==> config.mk <==
export PLATFORM = sky130hd
export DESIGN_NAME = line_encoder_seq
export DESIGN_NICKNAME = d
export VERILOG_FILES = /design/src/rtl/line_encoder_seq_pkg.sv /design/src/rtl/line_encoder_seq_prio_enc.sv /design/src/rtl/line_encoder_seq.sv
export SDC_FILE = /design/constraint.sdc
export NUM_CORES = 1
export LEC_CHECK = 0
export CORE_MARGIN = 3
export CORE_UTILIZATION = 56
export CTS_BUF_LIST = sky130_fd_sc_hd__clkbuf_16
export CTS_CLUSTER_DIAMETER = 60
export DETAILED_ROUTE_END_ITERATION = 12
export PLACE_DENSITY = 0.81
export REMOVE_ABC_BUFFERS = 1
export SLEW_MARGIN = 5
export SYNTH_ARGS = -nofsm -noshare
export SYNTH_HDL_FRONTEND = slang
export SYNTH_SLANG_ARGS = --single-unit
==> constraint.sdc <==
create_clock -name clk -period 2.8 [get_ports clk]
set_input_delay 0.56 -clock clk [delete_from_list [all_inputs] [get_ports clk]]
set_output_delay 0.56 -clock clk [all_outputs]
set_load 0.02 [all_outputs]
==> src/rtl/line_encoder_seq_pkg.sv <==
// Shared constants for the sequential line encoder: FSM encoding and default vector width.
// Scan order is selected by LINE_ENC_MSB_FIRST_EN (see prio_enc_32).
package line_encoder_seq_pkg;

  localparam int DEFAULT_WIDTH = 32;

  localparam logic [1:0] ST_IDLE = 2'd0;
  localparam logic [1:0] ST_EMIT = 2'd1;
  localparam logic [1:0] ST_FIN  = 2'd2;

endpackage

==> src/rtl/line_encoder_seq_prio_enc.sv <==
// Combinational priority encoder: lowest set bit by default, highest set bit when
// LINE_ENC_MSB_FIRST_EN is defined. Also flags whether any bit is set.
module prio_enc_32
  import line_encoder_seq_pkg::*;
#(
  parameter int WIDTH = DEFAULT_WIDTH,
  localparam int IW = (WIDTH > 1) ? $clog2(WIDTH) : 1
) (
  input  logic [WIDTH-1:0] vec,
  output logic [IW-1:0]    idx,
  output logic             nonzero
);

  // The last match in loop order wins, so the loop runs opposite to the priority.
  always_comb begin
    idx     = '0;
    nonzero = |vec;
`ifdef LINE_ENC_MSB_FIRST_EN
    for (int i = 0; i < WIDTH; i++) begin
      if (vec[i]) idx = IW'(i);
    end
`else
    for (int i = WIDTH - 1; i >= 0; i--) begin
      if (vec[i]) idx = IW'(i);
    end
`endif
  end

endmodule

==> src/rtl/line_encoder_seq.sv <==
// Sequential line encoder: captures a request vector and emits the index of each set bit
// through a valid/ready handshake. LINE_ENC_MSB_FIRST_EN selects descending emission order.
module line_encoder_seq
  import line_encoder_seq_pkg::*;
#(
  parameter int WIDTH = DEFAULT_WIDTH,
  localparam int IW = (WIDTH > 1) ? $clog2(WIDTH) : 1
) (
  input  logic             clk,
  input  logic             reset,
  input  logic             load,
  input  logic [WIDTH-1:0] d,
  input  logic             ready,
  output logic             busy,
  output logic             valid,
  output logic [IW-1:0]    idx,
  output logic             done
);

  logic [1:0]       state;
  logic [WIDTH-1:0] pend;
  logic [WIDTH-1:0] pend_masked;
  logic [IW-1:0]    load_idx;
  logic             load_nz;
  logic [IW-1:0]    next_idx;
  logic             next_nz;

  // The bit being offered is removed ahead of time so the next index is ready on transfer.
  assign pend_masked = pend & ~(WIDTH'(1) << idx);

  prio_enc_32 #(.WIDTH(WIDTH)) u_load_enc (
    .vec     (d),
    .idx     (load_idx),
    .nonzero (load_nz)
  );

  prio_enc_32 #(.WIDTH(WIDTH)) u_next_enc (
    .vec     (pend_masked),
    .idx     (next_idx),
    .nonzero (next_nz)
  );

  always_ff @(posedge clk) begin
    if (reset) begin
      state <= ST_IDLE;
      pend  <= '0;
      valid <= 1'b0;
      idx   <= '0;
    end else begin
      case (state)
        ST_IDLE: begin
          if (load) begin
            if (load_nz) begin
              pend  <= d;
              idx   <= load_idx;
              valid <= 1'b1;
              state <= ST_EMIT;
            end else begin
              state <= ST_FIN;
            end
          end
        end
        ST_EMIT: begin
          if (valid && ready) begin
            pend <= pend_masked;
            if (next_nz) begin
              idx <= next_idx;
            end else begin
              valid <= 1'b0;
              state <= ST_FIN;
            end
          end
        end
        ST_FIN: begin
          state <= ST_IDLE;
        end
        default: begin
          state <= ST_IDLE;
          pend  <= '0;
          valid <= 1'b0;
          idx   <= '0;
        end
      endcase
    end
  end

  assign busy = (state != ST_IDLE);
  assign done = (state == ST_FIN);

endmodule
=== Yosys cells after proc, flatten, opt, wreduce, memory -nomap -nowiden ===
Cells that the tools add are included.

* Input bits: 36
* Output and inout port bits: 8
* Word-level logic and storage cells: 107
* Flip-flop bits (word level): 40

* Equal/unequal tests: 7
* Shift-type cells: 1
* Bitwise logic cells: 3
* Multiplexer cells: 83
* Reductions and logical operators: 9

{| class="wikitable"
|+ Operator list
! cell !! number
|-
| 5-bit two-way mux || 68
|-
| 32-bit two-way mux || 3
|-
| 32-bit one-hot mux with 3 select lines || 1
|-
| 32-bit OR reduction || 2
|-
| 32-bit AND || 1
|-
| 32-bit inverter || 1
|-
| 1-bit by 5-bit left shift with 32-bit output, first input constant || 1
|-
| 5-bit one-hot mux with 3 select lines || 1
|-
| 2-bit != test, second input constant || 5
|-
| 5-bit AND reduction || 2
|-
| 2-bit two-way mux || 4
|-
| 1-bit two-way mux || 4
|-
| 2-bit one-hot mux with 2 select lines || 1
|-
| 4-bit AND reduction || 1
|-
| 1-bit one-hot mux with 3 select lines || 1
|-
| 3-bit AND reduction || 1
|-
| 2-bit by 1-bit == test with 1-bit output, second input constant || 1
|-
| 2-bit == test, second input constant || 1
|-
| 2-bit zero test || 1
|-
| 2-bit nonzero test || 1
|-
| 1-bit logical AND || 1
|-
| 1-bit inverter || 1
|}

=== Logic depth before layout (Yosys ltp) ===
* Word-level depth: 38
* Mapped depth: 9
* Depth with buffers taken out: 7

=== By module ===
Synthesis repeated with hierarchy kept, for this count alone.

* Cells, all modules: 384
* Area, all modules: 2,927.8 µm²

{| class="wikitable"
|+ By module, submodules not included
! module !! seq. area each (µm²) !! instances !! cells an instance !! area an instance (µm²)
|-
| line_encoder_seq || 800.8 || 1 || 254 || 2,157.1
|-
| prio_enc_32 || 0.0 || 2 || 65 || 385.4
|}

=== Worst setup path before layout ===
No wires, ideal clock.

* Path kind: input-to-reg
* Start point: in d[7]
* End point: reg pend[7]
* Path slack: 0.153 ns
* Arrival: 2.578 ns
* Library setup time: 0.068 ns
* Path buffers: 3
* Stages on the path: 9
* Required time: 2.732 ns
* Cells stage by stage: or4_4 or4b_4 o311ai_4 and2_1 buf_6 buf_12 buf_6 nand2_2 a21oi_2

* Word-level cells in the longest chain between the ends: 3
* Elaborated cells between the ends (all ways): 6
* Those cells by class: eq/ne: 1; mux: 3; reduce/logical: 2

{| class="wikitable"
|+ RTL lines
! element !! line !! source
|-
| start, declared || line_encoder_seq.sv:12 || <nowiki>input logic [WIDTH-1:0] d,</nowiki>
|-
| 32-bit OR reduction / 32-bit two-way mux (equally long branches) || line_encoder_seq_prio_enc.sv:17, line_encoder_seq.sv:53 ||
|-
| 2-bit != test (no source line) / 32-bit two-way mux (equally long branches) || n/a ||
|-
| 4-bit AND reduction (no source line) / 32-bit one-hot mux with 3 select lines (equally long branches) || n/a ||
|-
| end signal, assigned || line_encoder_seq.sv:65 || <nowiki>pend <= pend_masked;</nowiki>
|-
| end, declared || line_encoder_seq.sv:21 || <nowiki>logic [WIDTH-1:0] pend;</nowiki>
|}

Several ways; a longest one is shown, not always the timed one. The select of a mux whose other input is x is not followed.
A chain may end at the register's enable or synchronous reset.

=== Worst setup path after layout ===
* Start point: reg idx[4]
* End point: reg idx[2]

* Word-level cells in the longest chain between the ends: 38
* Elaborated cells between the ends (all ways): 41
* Those cells by class: eq/ne: 1; shift: 1; mux: 35; bitwise: 2; reduce/logical: 2

{| class="wikitable"
|+ RTL lines
! element !! line !! source
|-
| start, declared || line_encoder_seq.sv:16 || <nowiki>output logic [IW-1:0] idx,</nowiki>
|-
| start signal, assigned || line_encoder_seq.sv:55 || <nowiki>idx <= load_idx;</nowiki>
|-
| start signal, assigned || line_encoder_seq.sv:67 || <nowiki>idx <= next_idx;</nowiki>
|-
| 1-bit by 5-bit left shift with 32-bit output * || line_encoder_seq.sv:29 || <nowiki>assign pend_masked = pend & ~(WIDTH'(1) << idx);</nowiki>
|-
| 32-bit inverter * || line_encoder_seq.sv:29 ||
|-
| 32-bit AND * || line_encoder_seq.sv:29 ||
|-
| 5-bit two-way mux (32 in a row) || line_encoder_seq_prio_enc.sv:24 || <nowiki>if (vec[i]) idx = IW'(i);</nowiki>
|-
| 5-bit two-way mux || line_encoder_seq.sv:66 || <nowiki>if (next_nz) begin</nowiki>
|-
| 5-bit two-way mux || line_encoder_seq.sv:64 || <nowiki>if (valid && ready) begin</nowiki>
|-
| 5-bit one-hot mux with 3 select lines || line_encoder_seq.sv:50 || <nowiki>case (state)</nowiki>
|}

Mark *: on every way between the ends. The rest lies on a longest branch, timed or not. The select of a mux whose other input is x is not followed.

==> run summary <==
In the synthesized netlist the dominant register cell turns out to be sky130_fd_sc_hd__dfxtp_1. The number of placement rows is 27. The total power per unit cell area came out at 434 nW/um2. Of all nets on the critical path, the largest fanout is 7. The run gives 6 as the first-pass iteration count of the detailed router. The delay of the slowest cell on the worst path was 0.45 ns. The run finished with clean final reports. The standby leakage power was 1.74 nW; the minimum clock period after layout was 2.79 ns. sky130_fd_sc_hd__dfxtp_1 takes more of the synthesized area than any other cell.

Traced cell by cell, the critical path runs through or3b_1, buf_4, o21ai_0, nand4_1, nor2b_1, a211o_1, a221oi_1, a21oi_1. The synthesized design contains 0 enable-type register cells. STA classifies the critical path startpoint as a register. The total area inside the core boundary comes to 5680 um2. Between clock sinks in the finished design, the worst skew comes to 0.00690 ns. TritonCTS built the clock tree. The tool flagged a number of max-cap violations equal to 0. The number of warnings printed during yosys synthesis was 0; the flop and latch count out of synthesis was 40.

The area growth from synthesis to final layout came out at 34.3%. The detail route stage leaves a number of antenna-violating nets equal to 0. The number of global-route vias before repair is 3829. The proportion of layout cells with a drive suffix above 1 came out at 23.9%.

The overall fraction of global-route tracks in use came out at 34.3%. In this run the tightest slew margin relative to its limit is 65.1%. The last element of the critical path is idx[2]. The critical path in this run is classified as register to register. In this run the tool buffered the top-level ports with 43 buffer cells.

In the post-synthesis netlist, the biggest area contributors are sky130_fd_sc_hd__dfxtp_1 (24%), sky130_fd_sc_hd__or3_1 (5.7%), sky130_fd_sc_hd__nor2_1 (5.2%), sky130_fd_sc_hd__a21oi_2 (5.2%), sky130_fd_sc_hd__a21oi_1 (4.7%). The logs give 2.95 ns for the critical path data arrival time and 0.000272 V for the maximum vdd ir drop. The tools report the type of destination of the critical path as a register.

Buffers inserted to repair hold after CTS numbered 0. Yosys instantiated no cell more often than sky130_fd_sc_hd__nor2_1. The clock sink count was 40. The first global-routing pass estimated 19600 um of wire. For the number of distinct library cells after synthesis, the log shows 67.

Static timing analysis puts the maximum clock frequency at 0.359 GHz. For the initial DRC count, the log shows 480. The cell with the largest stage delay on the worst path was sky130_fd_sc_hd__or3b_1. The slack of the worst reg-to-reg path is 0.01 ns, and the fraction of registers with async set or reset after synthesis is 0%. The number of nets in the final layout is 584, and the period utilization is 99.6%. For the number of levels in the clock H-tree, the log shows 2. Summed over all layers, the global routing overflow is 0. The antenna diode count was 0; the synthesized cell area was 3390 um2.

The tools report the weighted congestion reported at the end of routability-driven placement as 0.957. The clock slew seen by the registers of the worst setup and hold paths was 0.07 ns; the post-place instance area was 4270 um2. For the worst setup path, the data required time is 2.96 ns. For the sequential fraction of the synthesis area, the log shows 23.7%. The run gives 0.0121 ns as the worst setup slack after layout. Summed over all layers, the routed wires come to 12700 um. The number of cells on the worst reg-to-reg path was 8. The buffer type at the clock tree root was sky130_fd_sc_hd__clkbuf_16.

The top cell type by area accounts for 23.7% of the synthesized area. The insertion delay to the later sink of the worst-skew pair is 0.29 ns. Setup violations remaining at the end of the flow were counted as 0.

Counting instances in the post-synthesis netlist gives the leading cell types as sky130_fd_sc_hd__nor2_1 (47), sky130_fd_sc_hd__dfxtp_1 (40), sky130_fd_sc_hd__nand2_1 (40). The longest clock path from root to sink contains 2 buffers. The detailed router placed 4200 vias in this run.

The logs give 5 for the number of buffers created by CTS and 0 for the post-route DRC violation count. Hold is met by 0.470 ns. The final standard cell utilization of the core was 80.1%; the post-detailed-route wirelength per cell was 20.4 um.

The worst register-to-register path ends at idx[2]. For the number of antenna violations at the first check in global routing, the log shows 0. The initial utilization of the core area, before any placement, comes to 59.7%.

From left edge to right edge, the die measures 83.8 um. Tracing the worst setup path back leads to its startpoint at idx[4]. The run gives -0.355 ns as the post-placement setup slack.

The number of standard cells after synthesis came out at 455. The via density per instance is 6.76. The maximum number of pins on one net before global-route repair is 35. Setup repair after global routing left no endpoint under its margin. Summed over all nets, the half-perimeter wirelength after detailed placement is 8810 um. The vertical die dimension is 83.8 um, and the number of top-level pins is 44. In this run the critical register-to-register path is launched from idx[4]. The max-slew violation count came out at 0.

The worst hold path belongs to the class register to register. The mean cell area of the mapped netlist is 7.44 um2. At the pin with the least slew margin, the transition time is 0.523 ns. The number of hold violations in the final report is 0, and the full die area is 7010 um2. The finished cells cover 4550 um2.
-- power by group --
| part | internal [mW] | total, mW | switching [mW] |
|---|---|---|---|
| sequential | 0.608 | 0.655 | 0.0473 |
| clock | 0.329 | 0.581 | 0.252 |
| combinational | 0.334 | 0.737 | 0.404 |
| total | 1.27 | 1.97 | 0.703 |
-- state kept, by name (all words and copies together) (netlist names) --
| name | flops |
|---|---|
| idx | 5 |
| state | 2 |
| pend | 32 |
| valid | 1 |
-- kinds of logic (layout without fill, tap and decap cells) --
group,Yosys count,after routing,synth area share (%)
AO/OA/AOI/OAI,155,155,33.1
buffers and inverters,47,141,7.17
flip-flops,40,40,23.7
multiplexers,18,18,5.40
AND/OR/NAND/NOR,195,195,30.7
-- placed cells by master, fill, tap and decap left out, drive strengths merged, types with 3 or more instances in the layout --
cell / count
a211oi: 4
or4: 5
and2: 3
dlymetal6s2s: 4
or3: 31
clkdlybuf4s50: 38
nand4: 7
buf: 72
o22ai: 4
nand2b: 4
o32ai: 4
nand2: 41
nor2: 47
nor4: 8
clkbuf: 8
nand3b: 6
o21ai: 31
inv: 16
nand3: 4
nor2b: 8
or3b: 4
a21oi: 52
nor3: 19
or2: 4
a311oi: 5
clkinv: 3
mux2i: 16
a31oi: 4
o211ai: 6
o21a: 18
dfxtp: 40
-- critical path, delay by kind of cell (launching register included) --
family	cells	cell delay, ns
AOI/OAI and AO/OA	4	1.11
buffers and inverters	1	0.20
DFF	1	0.42
and+or+nand+nor	3	0.93
-- stage by stage --
stage                     instances  power [mW]   TNS, ns
after detailed placement        609        1.33    -11.92
after global routing            621        2.05         0
final                           621        1.97         0
after floorplan                 424        1.02    -20.02
after CTS                       618        1.91  -0.00658
after global placement          609        1.31     -9.95
-- worst min path at each step --
stage	slack [ns]	start	endpoint	depth (start not counted)
5_1_grt	0.48	pend[22]	pend[22]	2
2_1_floorplan	0.43	pend[14]	pend[14]	2
3_3_place_gp	0.45	pend[22]	pend[22]	2
3_5_place_dp	0.46	pend[15]	pend[15]	2
4_1_cts	0.47	pend[15]	pend[15]	2
6_report	0.47	pend[9]	pend[9]	2
-- layer usage --
layer / share of wire, % / up-vias / GRT usage, %
met2: 46 / 311 / 55.0
met4: 3.2 / 0 / 10.4
met1: 39 / 1941 / 45.7
li1: - / 1887 / -
met5: 0 / - / 0
met3: 12 / 61 / 7.80
-- final cells by class --
type | instances | area, um2
Timing Repair Buffer | 117 | 1080
Sequential cell | 40 | 802
Fill cell | 417 | 1130
Clock buffer | 5 | 125
Clock inverter | 3 | 18.8
Inverter | 16 | 60.1
Tap cell | 72 | 90.1
Multi-Input combinational cell | 368 | 2370
-- repair_timing --
item / in CTS / in global routing
gates resized for setup: 1 / 16
pin swaps: 0 / 10
cloned: 0 / 3
buffers inserted: 1 / 0
setup endpoints to repair: 31 / 40
Note: power is estimated with default switching activity, not from simulation.
